$ cat src/rtl/systolic_result_drain.sv
// Captures a systolic array's accumulator matrix on the done_i rising edge and streams it
// out as a valid/ready sequence of OUT_W samples, row-major or column-major.
module systolic_result_drain #(
    parameter int ROW_NUM = 4,
    parameter int COL_NUM = 4,
    parameter int ACC_W   = 20,
    parameter int OUT_W   = 16,
    parameter int SAT     = 1,
    localparam int RW     = (ROW_NUM > 1) ? $clog2(ROW_NUM) : 1,
    localparam int CW     = (COL_NUM > 1) ? $clog2(COL_NUM) : 1
) (
    input  logic                             clk,
    input  logic                             rst_n,
    input  logic                             done_i,
    input  logic [ROW_NUM*COL_NUM*ACC_W-1:0] acc_flat_i,
    input  logic                             col_major_i,
    output logic                             m_valid,
    input  logic                             m_ready,
    output logic [OUT_W-1:0]                 m_data,
    output logic [RW-1:0]                    m_row,
    output logic [CW-1:0]                    m_col,
    output logic                             m_last,
    output logic                             busy,
    output logic                             drain_done,
    output logic                             overrun
);

    localparam int N  = ROW_NUM * COL_NUM;
    localparam int IW = (N > 1) ? $clog2(N) : 1;

    localparam logic [IW-1:0] IDX_LAST = IW'(N - 1);
    localparam logic [RW-1:0] ROW_MAX  = RW'(ROW_NUM - 1);
    localparam logic [CW-1:0] COL_MAX  = CW'(COL_NUM - 1);

    localparam logic [0:0] IDLE   = 1'b0;
    localparam logic [0:0] STREAM = 1'b1;

    logic [0:0]    state_reg, state_next;
    logic          done_q_reg;
    logic [IW-1:0] idx_reg, idx_next;
    logic [RW-1:0] row_reg, row_next;
    logic [CW-1:0] col_reg, col_next;
    logic          col_major_reg, col_major_next;
    logic          drain_done_reg, drain_done_next;
    logic          overrun_reg, overrun_next;

    logic [ACC_W-1:0] buf_reg [ROW_NUM][COL_NUM];

    logic capture;
    logic load;
    logic handshake;
    logic at_last;

    assign busy      = (state_reg == STREAM);
    assign capture   = done_i & ~done_q_reg;
    assign load      = capture & ~busy;
    assign handshake = busy & m_ready;
    assign at_last   = busy && (idx_reg == IDX_LAST);

    // Row/column counters walk the matrix directly so no divider is needed for the order mapping.
    always_comb begin
        state_next      = state_reg;
        idx_next        = idx_reg;
        row_next        = row_reg;
        col_next        = col_reg;
        col_major_next  = col_major_reg;
        drain_done_next = handshake & at_last;
        overrun_next    = overrun_reg | (capture & busy);
        if (load) begin
            state_next     = STREAM;
            idx_next       = '0;
            row_next       = '0;
            col_next       = '0;
            col_major_next = col_major_i;
        end else if (handshake) begin
            if (at_last) begin
                state_next = IDLE;
                idx_next   = '0;
                row_next   = '0;
                col_next   = '0;
            end else begin
                idx_next = idx_reg + 1'b1;
                if (col_major_reg) begin
                    if (row_reg == ROW_MAX) begin
                        row_next = '0;
                        col_next = col_reg + 1'b1;
                    end else begin
                        row_next = row_reg + 1'b1;
                    end
                end else begin
                    if (col_reg == COL_MAX) begin
                        col_next = '0;
                        row_next = row_reg + 1'b1;
                    end else begin
                        col_next = col_reg + 1'b1;
                    end
                end
            end
        end
    end

    always_ff @(posedge clk or negedge rst_n) begin
        if (!rst_n) begin
            state_reg      <= IDLE;
            done_q_reg     <= 1'b0;
            idx_reg        <= '0;
            row_reg        <= '0;
            col_reg        <= '0;
            col_major_reg  <= 1'b0;
            drain_done_reg <= 1'b0;
            overrun_reg    <= 1'b0;
        end else begin
            state_reg      <= state_next;
            done_q_reg     <= done_i;
            idx_reg        <= idx_next;
            row_reg        <= row_next;
            col_reg        <= col_next;
            col_major_reg  <= col_major_next;
            drain_done_reg <= drain_done_next;
            overrun_reg    <= overrun_next;
        end
    end

    genvar gi, gj;
    generate
        for (gi = 0; gi < ROW_NUM; gi++) begin : g_row
            for (gj = 0; gj < COL_NUM; gj++) begin : g_col
                always_ff @(posedge clk or negedge rst_n) begin
                    if (!rst_n) begin
                        buf_reg[gi][gj] <= '0;
                    end else if (load) begin
                        buf_reg[gi][gj] <= acc_flat_i[(gi*COL_NUM+gj)*ACC_W +: ACC_W];
                    end
                end
            end
        end
    endgenerate

    logic [ACC_W-1:0] sel_acc;
    logic [OUT_W-1:0] conv;

    assign sel_acc = buf_reg[row_reg][col_reg];

    generate
        if (SAT != 0) begin : g_sat
            // In range exactly when every bit from the output sign bit upward agrees.
            logic [ACC_W-OUT_W:0] upper;
            logic                 in_range;
            assign upper    = sel_acc[ACC_W-1:OUT_W-1];
            assign in_range = (&upper) | ~(|upper);
            always_comb begin
                conv = sel_acc[OUT_W-1:0];
                if (!in_range) begin
                    conv = sel_acc[ACC_W-1] ? {1'b1, {(OUT_W-1){1'b0}}}
                                            : {1'b0, {(OUT_W-1){1'b1}}};
                end
            end
        end else begin : g_trunc
            assign conv = sel_acc[OUT_W-1:0];
        end
    endgenerate

    assign m_valid    = busy;
    assign m_data     = busy ? conv : '0;
    assign m_row      = busy ? row_reg : '0;
    assign m_col      = busy ? col_reg : '0;
    assign m_last     = at_last;
    assign drain_done = drain_done_reg;
    assign overrun    = overrun_reg;

endmodule

$ cat config.mk
export PLATFORM = sky130hd
export DESIGN_NAME = systolic_result_drain
export DESIGN_NICKNAME = d
export VERILOG_FILES = /design/src/rtl/systolic_result_drain.sv
export SDC_FILE = /design/constraint.sdc
export NUM_CORES = 1
export LEC_CHECK = 0
export BUFFER_PORTS_ARGS = -buffer_cell sky130_fd_sc_hd__buf_2
export CAP_MARGIN = 10
export CORE_MARGIN = 2
export CORE_UTILIZATION = 58
export DETAILED_ROUTE_END_ITERATION = 8
export PLACE_DENSITY = 0.84
export SLEW_MARGIN = 40
export SYNTH_ARGS = -nofsm -noshare
export SYNTH_HDL_FRONTEND = slang
export SYNTH_SLANG_ARGS = --single-unit
$ cat constraint.sdc
create_clock -name clk -period 5.2 [get_ports clk]
set_input_delay 0.78 -clock clk [delete_from_list [all_inputs] [get_ports clk]]
set_output_delay 0.78 -clock clk [all_outputs]
set_load 0.03 [all_outputs]
==> results.py <==
metrics = {
    "sta": {
        "max_slew_margin": 0.497,
        "fmax_mhz": 228,
        "timing.hold.ws_ns": 0.110,
        "hold_violations": 0,
        "period_needed_ns": 4.39,
        "fin_crit_sh": 0.843,
        "slew_violations": 0,
        "final.setup.tns_ns": 0,
        "worstMarginPinSlew_ns": 0.752,
        "fin_skew_ns": 0.00659,
        "rsz0062_at_grt": "no",
        "setup_viol": 0,
    },
    "pwr": {
        "swShare": 0.401,
        "comb_power_share": 0.424,
        "clkPwrFrac": 0.198,
        "intPower_mw": 7.29,
        "p_sw_mw": 4.89,
        "pwr-share-seq": 0.378,
        "p_per_area_nw_per_um2": 667,
        "peakVddDrop_mv": 0.679,
        "p_leak_nw": 9.76,
    },
    "synthesis": {
        "netlist_top_cells_count": "nand2_1, dfrtp_1, mux4_2",
        "synth_edf_count": 0,
        "yosysWarnings": 0,
        "syn-cell-area_um2": 15100,
        "synth_top_area_share": 0.551,
        "synth_cells": 1591,
        "netlist-cell-type-count": 35,
        "synth_seq_cells": 333,
        "async_flop_share": 1.00,
        "ys_seq_area_frac": 0.551,
        "synth_area_leader_cell": "dfrtp_1",
        "syn_nets": 1919,
        "synthTopCellsByArea": "dfrtp_1, nand2_1, mux4_2, clkbuf_1, a211oi_1",
        "synth_most_common_cell": "nand2_1",
        "synth_ff_type": "dfrtp_1",
        "avgSynthCellArea_um2": 9.51,
    },
    "grt": {
        "grt.overflow.total": 0,
        "grt_usage": 0.341,
        "grt_max_degree": 248,
        "grt_pass1_vias": 12685,
        "grt_first_pass_wirelength_mm": 69.3,
        "antenna_found_initial": 0,
    },
    "floorplanning": {
        "dieHeight_um": 166,
        "rows": 59,
        "dieArea_um2": 27400,
        "die_w_um": 166,
        "pin_count": 350,
        "initial_core_util": 0.586,
        "core-area_um2": 25800,
    },
    "clock_tree": {
        "cts_made_buffers": 36,
        "cts_hold_buf": 0,
        "cts_tree": "built",
        "post_cts_buffers": 0,
        "cts-root-buf": "clkbuf_16",
        "cts_resized": 0,
        "clk_path_buf_depth": 3,
        "clock_latency_ns": 0.52,
        "cts_num_sinks": 333,
        "path_clk_slew_ns": 0.06,
        "cts-htree-levels": 2,
    },
    "detailed_routing": {
        "remaining_drc_errors": 0,
        "postRouteAntennaNets": 0,
        "via_per_inst": 5.75,
        "vias": 12951,
        "drtIter0Drc": 1695,
        "firstDrtPassIters": 5,
        "drt_wl_total_mm": 45.9,
        "post_drt_wl_per_cell_um": 20.4,
    },
    "placed_design": {
        "hpwl_mm": 32.9,
        "place.port_buffers": 349,
        "place.gp.congestion": 0.901,
        "dp_cells": 2188,
    },
    "layout": {
        "drive_gt1_frac": 0.269,
        "final_cells": 2251,
        "n_antenna_cell": 0,
        "area_delta_synth_final_pct": 20.6,
        "largest_reg_flops": 320,
        "layout.nets": 2222,
    },
    "min_path": {
        "min_path_type": "primary input to asynchronous set/reset pin",
    },
    "job": {
        "max-cap-violations": 0,
    },
    "setup_path": {
        "r2r_slack_ns": 2.80,
        "crit_path_max_fanout": 31,
        "cp-end-kind": "output pin",
        "required_ns": 4.42,
        "r2r-start": "busy$_DFFE_PN0P_",
        "arrival_ns": 3.61,
        "reg2reg_depth": 6,
        "start_kind": "flop",
        "r2r-end": "col_reg[0]$_DFFE_PN0P_",
        "setup.worst_path.class": "flop to output pin",
    },
    "outcome": {
        "status": "complete, no violations",
    },
}
==> kinds of logic after synthesis <==
group / Yosys count / share of synthesized area
XOR/XNOR: 1 / 0.000579
AO/OA/AOI/OAI: 38 / 0.0194
adder cells (fa/ha/maj): 3 / 0.00248
flip-flops: 333 / 0.551
AND/OR/NAND/NOR: 999 / 0.251
multiplexers: 98 / 0.143
buffers and inverters: 119 / 0.0321
==> worst max-delay path by stage <==
stage / from / endpoint / depth (start not counted)
floorplan: row_reg[0]$_DFFE_PN0P_ / m_data[10] / 8
global placement: row_reg[0]$_DFFE_PN0P_ / m_data[12] / 7
detailed placement: row_reg[0]$_DFFE_PN0P_ / m_data[12] / 8
CTS: row_reg[0]$_DFFE_PN0P_ / m_data[12] / 8
global route: row_reg[0]$_DFFE_PN0P_ / m_data[12] / 8
finish: row_reg[0]$_DFFE_PN0P_ / m_data[12] / 8
==> per-stage QoR <==
| stage | power (mW) | setup slack, ns | instance area, µm² | util |
|---|---|---|---|---|
| after global routing | 12.8 | 0.613 | 18300 | 0.706 |
| final | 12.2 | 0.814 | 18300 | 0.706 |
| after CTS | 12.1 | 0.827 | 18200 | 0.703 |
| after global placement | 9.40 | 1.26 | 17100 | 0.661 |
| after floorplan | 7.90 | 1.88 | 15100 | - |
| after detailed placement | 9.64 | 1.37 | 17100 | 0.661 |
==> routing by layer <==
| layer | GRT usage | routed length, µm | part of all wire |
|---|---|---|---|
| met1 | 0.457 | 17500 | 0.38 |
| met2 | 0.534 | 21600 | 0.47 |
| met3 | 0.0639 | 4060 | 0.088 |
| met4 | 0.189 | 2780 | 0.061 |
| met5 | 0 | 0 | 0 |
==> layout make-up <==
class	instances	area, µm²
Multi-Input combinational cell	1139	6330
Fill cell	1775	7590
Clock inverter	3	18.8
Inverter	18	67.6
Timing Repair Buffer	366	2000
Tap cell	335	419
Clock buffer	57	1070
Sequential cell	333	8340
==> power by group through the flow <==
stage | logic, mW | clock network [mW] | registers (mW)
floorplan | 3.73 | 0 | 4.17
global placement | 4.79 | 0 | 4.61
detailed placement | 5.00 | 0 | 4.64
CTS | 5.06 | 2.42 | 4.63
global route | 5.54 | 2.53 | 4.71
finish | 5.16 | 2.41 | 4.60
==> cells in the final DEF (no fill, tap or decap), drive strengths merged <==
master | Yosys | final
mux2i | 2 | 2
nand3 | 9 | 9
clkinv | 1 | 4
a211oi | 15 | 15
o21ai | 9 | 9
and2 | 5 | 5
nand2b | 2 | 2
a31oi | 1 | 1
nand2 | 972 | 972
clkbuf | 82 | 57
a21oi | 1 | 1
mux2 | 1 | 1
nor2 | 3 | 3
nor3b | 1 | 1
nand4 | 1 | 1
mux4 | 95 | 95
or3b | 1 | 1
o41ai | 1 | 1
xnor2 | 1 | 1
a41oi | 1 | 1
and4 | 1 | 1
ha | 3 | 3
dfrtp | 333 | 333
a32o | 1 | 1
a22oi | 4 | 4
inv | 17 | 17
nor2b | 3 | 3
a31o | 1 | 1
buf | 19 | 366
or3 | 1 | 1
a22o | 2 | 2
o31ai | 2 | 2
==> critical path, stage by stage, from the launching register on <==
cell and delay, ns:
dfrtp_4 0.81, buf_4 0.36, mux4_2 0.54, nand3_1 0.10, nand3_1 0.18, o41ai_4 0.39
buf_4 0.33, a211oi_1 0.14, buf_2 0.22
(Power assumes the default switching activity.)
